File: src/rtl/regfile_mp.sv
// Multi-port register file: r0 reads as zero, registered read ports with optional
// write-to-read forwarding, a self-clearing sequencer, and a saturating write-conflict counter.
module regfile_mp #(
  parameter int WIDTH   = 32,
  parameter int NREGS   = 32,
  parameter int NRD     = 2,
  parameter int NWR     = 2,
  parameter int BYPASS  = 1,
  parameter int DBG_IDX = 1,
  localparam int AW     = $clog2(NREGS)
) (
  input  logic                   clk,
  input  logic                   rst,
  input  logic                   clk_en,
  input  logic                   stall,
  input  logic                   clr,
  input  logic [NRD*AW-1:0]      raddr,
  output logic [NRD*WIDTH-1:0]   rdata,
  input  logic [NWR-1:0]         wen,
  input  logic [NWR*AW-1:0]      waddr,
  input  logic [NWR*WIDTH-1:0]   wdata,
  output logic                   busy,
  output logic [7:0]             conflict_cnt,
  output logic [WIDTH-1:0]       ret_val
);

  // state | meaning
  // IDLE  | normal operation, write ports active
  // CLEAR | sweeping ptr over every register writing zero, writes ignored
  typedef enum logic {IDLE, CLEAR} state_t;

  state_t               state, state_nxt;
  logic [AW-1:0]        ptr;
  logic [WIDTH-1:0]     mem [NREGS];
  logic                 commit;
  logic                 conflict;
  logic [NRD*WIDTH-1:0] rd_nxt;

  assign commit = clk_en && (state == IDLE);

  always_ff @(posedge clk or posedge rst) begin
    if (rst) state <= CLEAR;
    else if (clk_en) state <= state_nxt;
  end

  always_comb begin
    state_nxt = state;
    case (state)
      IDLE:    if (clr) state_nxt = CLEAR;
      CLEAR:   if (ptr == AW'(NREGS - 1)) state_nxt = IDLE;
      default: state_nxt = CLEAR;
    endcase
  end

  always_comb begin
    busy = (state == CLEAR);
  end

  // ptr naturally wraps to 0 on the last clear, so IDLE always restarts from 0.
  always_ff @(posedge clk or posedge rst) begin
    if (rst) ptr <= '0;
    else if (clk_en) begin
      if (state == CLEAR) ptr <= ptr + AW'(1);
      else if (clr)       ptr <= '0;
    end
  end

  // Later ports overwrite earlier ones via NBA ordering, giving the highest port priority.
  always_ff @(posedge clk) begin
    if (clk_en) begin
      if (state == CLEAR) mem[ptr] <= '0;
      else begin
        for (int p = 0; p < NWR; p++) begin
          if (wen[p] && (waddr[p*AW +: AW] != '0))
            mem[waddr[p*AW +: AW]] <= wdata[p*WIDTH +: WIDTH];
        end
      end
    end
  end

  always_comb begin
    conflict = 1'b0;
    for (int i = 0; i < NWR; i++) begin
      for (int j = i + 1; j < NWR; j++) begin
        if (wen[i] && wen[j] && (waddr[i*AW +: AW] == waddr[j*AW +: AW]) &&
            (waddr[i*AW +: AW] != '0))
          conflict = 1'b1;
      end
    end
  end

  always_comb begin
    rd_nxt = '0;
    if (state == IDLE) begin
      for (int k = 0; k < NRD; k++) begin
        if (raddr[k*AW +: AW] != '0) begin
          rd_nxt[k*WIDTH +: WIDTH] = mem[raddr[k*AW +: AW]];
          if (BYPASS != 0) begin
            for (int p = 0; p < NWR; p++) begin
              if (wen[p] && (waddr[p*AW +: AW] == raddr[k*AW +: AW]))
                rd_nxt[k*WIDTH +: WIDTH] = wdata[p*WIDTH +: WIDTH];
            end
          end
        end
      end
    end
  end

  always_ff @(posedge clk or posedge rst) begin
    if (rst) rdata <= '0;
    else if (clk_en && !stall) rdata <= rd_nxt;
  end

  always_ff @(posedge clk or posedge rst) begin
    if (rst) conflict_cnt <= '0;
    else if (commit && conflict && (conflict_cnt != 8'hFF))
      conflict_cnt <= conflict_cnt + 8'd1;
  end

  generate
    if (DBG_IDX == 0) begin : g_ret_zero
      assign ret_val = '0;
    end else begin : g_ret_reg
      assign ret_val = mem[AW'(DBG_IDX)];
    end
  endgenerate

endmodule

File: config.mk
export PLATFORM = sky130hd
export DESIGN_NAME = regfile_mp
export DESIGN_NICKNAME = d
export VERILOG_FILES = /design/src/rtl/regfile_mp.sv
export SDC_FILE = /design/constraint.sdc
export NUM_CORES = 2
export LEC_CHECK = 0
export CAP_MARGIN = 20
export CORE_AREA = 2 2 367 296
export DETAILED_ROUTE_END_ITERATION = 16
export DIE_AREA = 0 0 369 298
export PLACE_DENSITY = 0.78
export SKIP_CTS_REPAIR_TIMING = 1
export SLEW_MARGIN = 20
export SYNTH_ARGS = -nofsm -noshare
export SYNTH_HDL_FRONTEND = slang
export SYNTH_SLANG_ARGS = --single-unit
export TNS_END_PERCENT = 30
File: constraint.sdc
create_clock -name clk -period 4.7 [get_ports clk]
set_input_delay 0.94 -clock clk [delete_from_list [all_inputs] [get_ports clk]]
set_output_delay 0.94 -clock clk [all_outputs]
set_load 0.05 [all_outputs]
After elaboration in Yosys (flattened, before gate mapping)
Memory sizes are Yosys's and may differ from the RTL's.
Cells that the tools add are included.

storage, ports and cells
  RAM bits = 1024
  memories kept = 1
  input bits = 91
  register bits = 78
  output and inout port bits = 105

memory list
  name  depth  width  rd ports  clocked after Yosys merged registers in  write ports  RTL line  source
  mem   32     32     3         0                                        2            34        logic [WIDTH-1:0] mem [NREGS];

cells by class
  equal/unequal tests = 7
  bitwise logic cells = 1
  $add $sub $neg = 2
  reductions and logical operators = 21
  muxes and demuxes = 27

operators by type and width
  cell                                          number
  two-way mux 32 bit                            7
  two-way mux 64 bit                            1
  OR reduction 32 bit                           1
  equality test 5 bit                           5
  nonzero test 5 bit                            4
  two-way mux 1 bit                             15
  two-way mux 5 bit                             3
  logical AND 1 bit                             13
  adder 8 x 1 -> 8 bit, second input constant   1
  inequality test 8 bit, second input constant  1
  adder 5 x 1 -> 5 bit, second input constant   1
  equality test 5 bit, second input constant    1
  case mux 1 bit (2 select lines)               1
  AND reduction 2 bit                           1
  nonzero test 2 bit                            1
  logical NOT 1 bit                             1
  inverter 1 bit                                1

Depth between registers and ports, before layout
  depth in word-level cells = 8
  depth in mapped cells = 10

Worst setup path after synthesis
No wires, ideal clock.

  path kind = input to register
  from = in waddr[0]
  to = mem mem[25][0], enable pin
  setup slack = 0.182 ns
  cell stages on the path = 8
  arrival = 4.085 ns
  path buffers = 3
  cells stage by stage = buf_4 -> or4_4 -> o211a_4 -> buf_6 -> buf_6 -> o21ai_0 -> nand2_1 -> o22ai_1

RTL lines
  what                RTL line  source
  start: declaration  20        input logic [NWR*AW-1:0] waddr,
  end: declaration    34

==> out/results.tsv <==
metric	value	unit
status	completed	
H-tree depth	3	
total power draw	24.3	mW
via count	51100	
reg2reg path depth	6	
RSZ-0062 raised after global routing	no	
die width	369	um
VDD IR max	0.319	mV
PortBufs	195	
clk buf depth	3	
Leak	24.0	nW
largest net degree at the start of global routing	65	
total wire length	230000	um
worst-skew pair later-pin latency	750	ps
Reg power frac	0.468	
WP depth	7	
CTS root buf	clkbuf_16	
power share of the clock group	0.391	
initial antenna violation count	3	
number of global-route vias before repair	49000	
Synth warnings	0	
multiplexer share of the synthesized area	0.196	
Fin. Hold Viols	0	
Adder-Cell Fraction of Synth Area	0.000593	
fin crit period	3790	ps
row cnt	107	
Most used DFF post-synth	edfxtp_1	
CP Cell Sequence	clkdlybuf4s50_1, or4_4, o211a_4, o21ai_0, nand2_1, o21bai_4, buf_12	
DRT iter0 DRCs	10200	
delay-heaviest family, CP	compound AO/OA/AOI/OAI gates	
sequential element share of the synthesized area	0.517	
# IOs	196	
# nets final	5471	
met1 Use GR	0.561	
Slew headroom	0.162	
crit path DAT	4220	ps
net count after synthesis	5586	
Setup-failing EPs final	0	
Compound-Gate Fraction of Synth Area	0.142	
met2 Usage GRT	0.590	
Comb pwr share	0.141	
CP Launch Type	primary input	
clock sinks	1102	
worst reg2reg setup slack	1620	ps
post-synthesis register bit count	1102	
crit end category	flip-flop	
Slew Limit Fails	0	
largest family of logic cells by synthesized area	multiplexers	
ys async rst share	0.0708	
R2R Path Start	busy$_DFFE_PP1P_	
setup TNS	0	ps
Sw Share	0.269	
Residual DRC	0	
Via density	7.41	
Max FO, Critical Path	17	
Routed WL per cell	33.4	um
cts bufs inserted	111	
Reg-to-Reg End	mem[11][10]$_DFFE_PP_	
Tcrit/Tclk final	0.806	
DRT Pass-1 Iters	9	
max incr delay on CP	830	ps
Buf/Inv on CP	2	
Critical path origin	waddr[4]	
Initial Util	0.597	
Total GRT Usage	0.416	
first-pass GRT wire length	332000	um
Hold Crit Class	reg -> reg	
Synth Area per Inst	11.5	um^2
Layout area overhead	12.5	%
die area	110000	um^2
post-synthesis simple-gate area fraction	0.0887	
GR Util met3	0.147	
Worst Tran Pin Value	1250	ps
fraction of layout cells with a size suffix above 1	0.191	
total core area	106000	um^2
Int Power	17.7	mW
RePlAce Congestion	0.990	
Antenna Nets Post-Route	0	
required time of the worst setup path	5130	ps
PD cells	341	nW/um^2
Clock Pin Slew Worst Setup and Hold Paths	60	ps
Unique masters post-synth	67	
XOR/XNOR Fraction of Synth Area	0.00443	
Die Y	298	um
GRT overflow	0	
Net Sw Power	6.52	mW
worst clock skew	42.1	ps
CP max-delay cell	o21bai_4	
GRT busiest layer	met2	
Max-Cap Viols	0	
HPWL Detailed	146000	um
synthesized instance count	5492	
Post-synth EDFFs	1024	
Setup CP Type	in -> reg	
Synth Cell Area	63300	um^2
Max Clock Freq	0.264	GHz
Worst Setup EP	mem[11][10]$_DFFE_PP_	
CTS tree	done	
[Yosys cell counts, types with 14 or more instances]
| master | n | share of area |
|---|---|---|
| nand2_1 | 1156 | 0.069 |
| o21ai_0 | 1052 | 0.083 |
| edfxtp_1 | 1024 | 0.49 |
| clkbuf_1 | 503 | 0.030 |
| mux4_2 | 421 | 0.15 |
| mux2i_1 | 216 | 0.034 |
| buf_2 | 105 | 0.0083 |
| o211ai_1 | 82 | 0.0097 |
| dfrtp_1 | 77 | 0.030 |
| inv_1 | 67 | 0.0040 |
| mux2_2 | 65 | 0.012 |
| a22oi_1 | 60 | 0.0071 |
| o221ai_1 | 58 | 0.0080 |
| a221oi_1 | 49 | 0.0068 |
| a21oi_1 | 48 | 0.0038 |
| nor3_1 | 45 | 0.0036 |
| buf_4 | 33 | 0.0039 |
| o2111ai_1 | 31 | 0.0043 |
| nor2_1 | 30 | 0.0018 |
| nand3b_1 | 27 | 0.0032 |
| o22ai_1 | 27 | 0.0027 |
| nand3_1 | 23 | 0.0018 |
| xnor2_1 | 23 | 0.0032 |
| nand4_1 | 22 | 0.0022 |
| a221o_1 | 21 | 0.0033 |
| buf_1 | 20 | 0.0012 |
| or3_1 | 19 | 0.0019 |
| clkbuf_2 | 18 | 0.0014 |
| o22a_1 | 14 | 0.0019 |
[stage by stage]
stage / cells / util / setup slack, ps / cell area (um^2) / hold slack, ps
2_1_floorplan: 5492 / - / 182 / 63300 / 493
3_3_place_gp: 6681 / 0.635 / 289 / 67400 / 483
3_5_place_dp: 6681 / 0.635 / 260 / 67400 / 491
4_1_cts: 6890 / 0.671 / 1020 / 71200 / 500
5_1_grt: 6890 / 0.671 / 867 / 71200 / 540
6_report: 6891 / 0.671 / 913 / 71200 / 508
[power by group through the flow]
stage	Sequential (mW)	Clock [mW]	Combinational, mW
finish	11.4	9.47	3.43
global route	11.4	9.80	3.48
CTS	11.3	9.45	3.28
detailed placement	11.5	0	3.27
global placement	11.5	0	3.22
floorplan	11.6	0	1.77
[registers in the layout, indices dropped and copies added (netlist names)]
signal,count
mem,1024
ptr,5
conflict_cnt,8
busy,1
rdata,64
[final cells by class]
cell class / instances / area [um^2]
Fill cell: 7508 / 34900
Sequential cell: 1102 / 32700
Antenna cell: 1 / 2.50
Multi-Input combinational cell: 3630 / 28000
Clock buffer: 138 / 2940
Clock inverter: 71 / 863
Inverter: 69 / 262
Tap cell: 1417 / 1770
Timing Repair Buffer: 463 / 4600
[placed cells by master, fill, tap and decap left out, types with 14 or more instances in the layout]
| master | synthesis | routed |
|---|---|---|
| xnor2_1 | 23 | 23 |
| nor2_4 | 0 | 22 |
| clkdlybuf4s50_1 | 0 | 173 |
| o221ai_1 | 58 | 58 |
| nor3_1 | 45 | 34 |
| o211ai_1 | 82 | 82 |
| a21oi_1 | 48 | 46 |
| mux4_2 | 421 | 421 |
| a22oi_1 | 60 | 60 |
| buf_2 | 105 | 16 |
| mux2i_1 | 216 | 216 |
| nand3_1 | 23 | 23 |
| o2111ai_1 | 31 | 31 |
| buf_12 | 0 | 56 |
| o22ai_4 | 0 | 18 |
| inv_1 | 67 | 66 |
| clkbuf_1 | 503 | 22 |
| or3_1 | 19 | 19 |
| a221o_1 | 21 | 21 |
| dfrtp_1 | 77 | 77 |
| clkbuf_16 | 0 | 112 |
| clkinv_1 | 2 | 18 |
| clkinv_2 | 0 | 24 |
| nand2_1 | 1156 | 1155 |
| mux2_2 | 65 | 65 |
| edfxtp_1 | 1024 | 1024 |
| bufinv_16 | 0 | 18 |
| nand4_1 | 22 | 22 |
| a221oi_1 | 49 | 49 |
| o22a_1 | 14 | 14 |
| buf_4 | 33 | 212 |
| nand3b_1 | 27 | 27 |
| o21ai_0 | 1052 | 1052 |
[worst min path at each step]
stage,start,end,slack [ps],cells past startpoint
2_1_floorplan,ptr[0]$_DFFE_PP0P_,ptr[0]$_DFFE_PP0P_,490,1
3_3_place_gp,conflict_cnt[7]$_DFFE_PP0P_,conflict_cnt[7]$_DFFE_PP0P_,480,1
3_5_place_dp,conflict_cnt[7]$_DFFE_PP0P_,conflict_cnt[7]$_DFFE_PP0P_,490,1
4_1_cts,conflict_cnt[7]$_DFFE_PP0P_,conflict_cnt[7]$_DFFE_PP0P_,500,1
5_1_grt,conflict_cnt[4]$_DFFE_PP0P_,conflict_cnt[4]$_DFFE_PP0P_,540,1
6_report,conflict_cnt[7]$_DFFE_PP0P_,conflict_cnt[7]$_DFFE_PP0P_,510,1
[kinds of logic after synthesis]
group	after synthesis
XOR/XNOR	32
AO/OA/AOI/OAI	1520
flip-flops	1102
buffers and inverters	760
AND/OR/NAND/NOR	1370
adder cells (fa/ha/maj)	3
multiplexers	705
[worst register-to-register path, cell delays in order, from the launching register on]
cell and delay, ps:
dfstp_2 450, nor2b_1 220, o211a_4 360, mux2i_4 330, nand2_1 320, o21bai_4 830
buf_12 280
[metal layers]
| layer | part of all wire | vias to the layer above |
|---|---|---|
| met5 | 0.0012 | - |
| met1 | 0.33 | 24400 |
| li1 | - | 20600 |
| met3 | 0.18 | 1033 |
| met4 | 0.071 | 12 |
| met2 | 0.42 | 5056 |
Power figures use the tool's default switching activity.
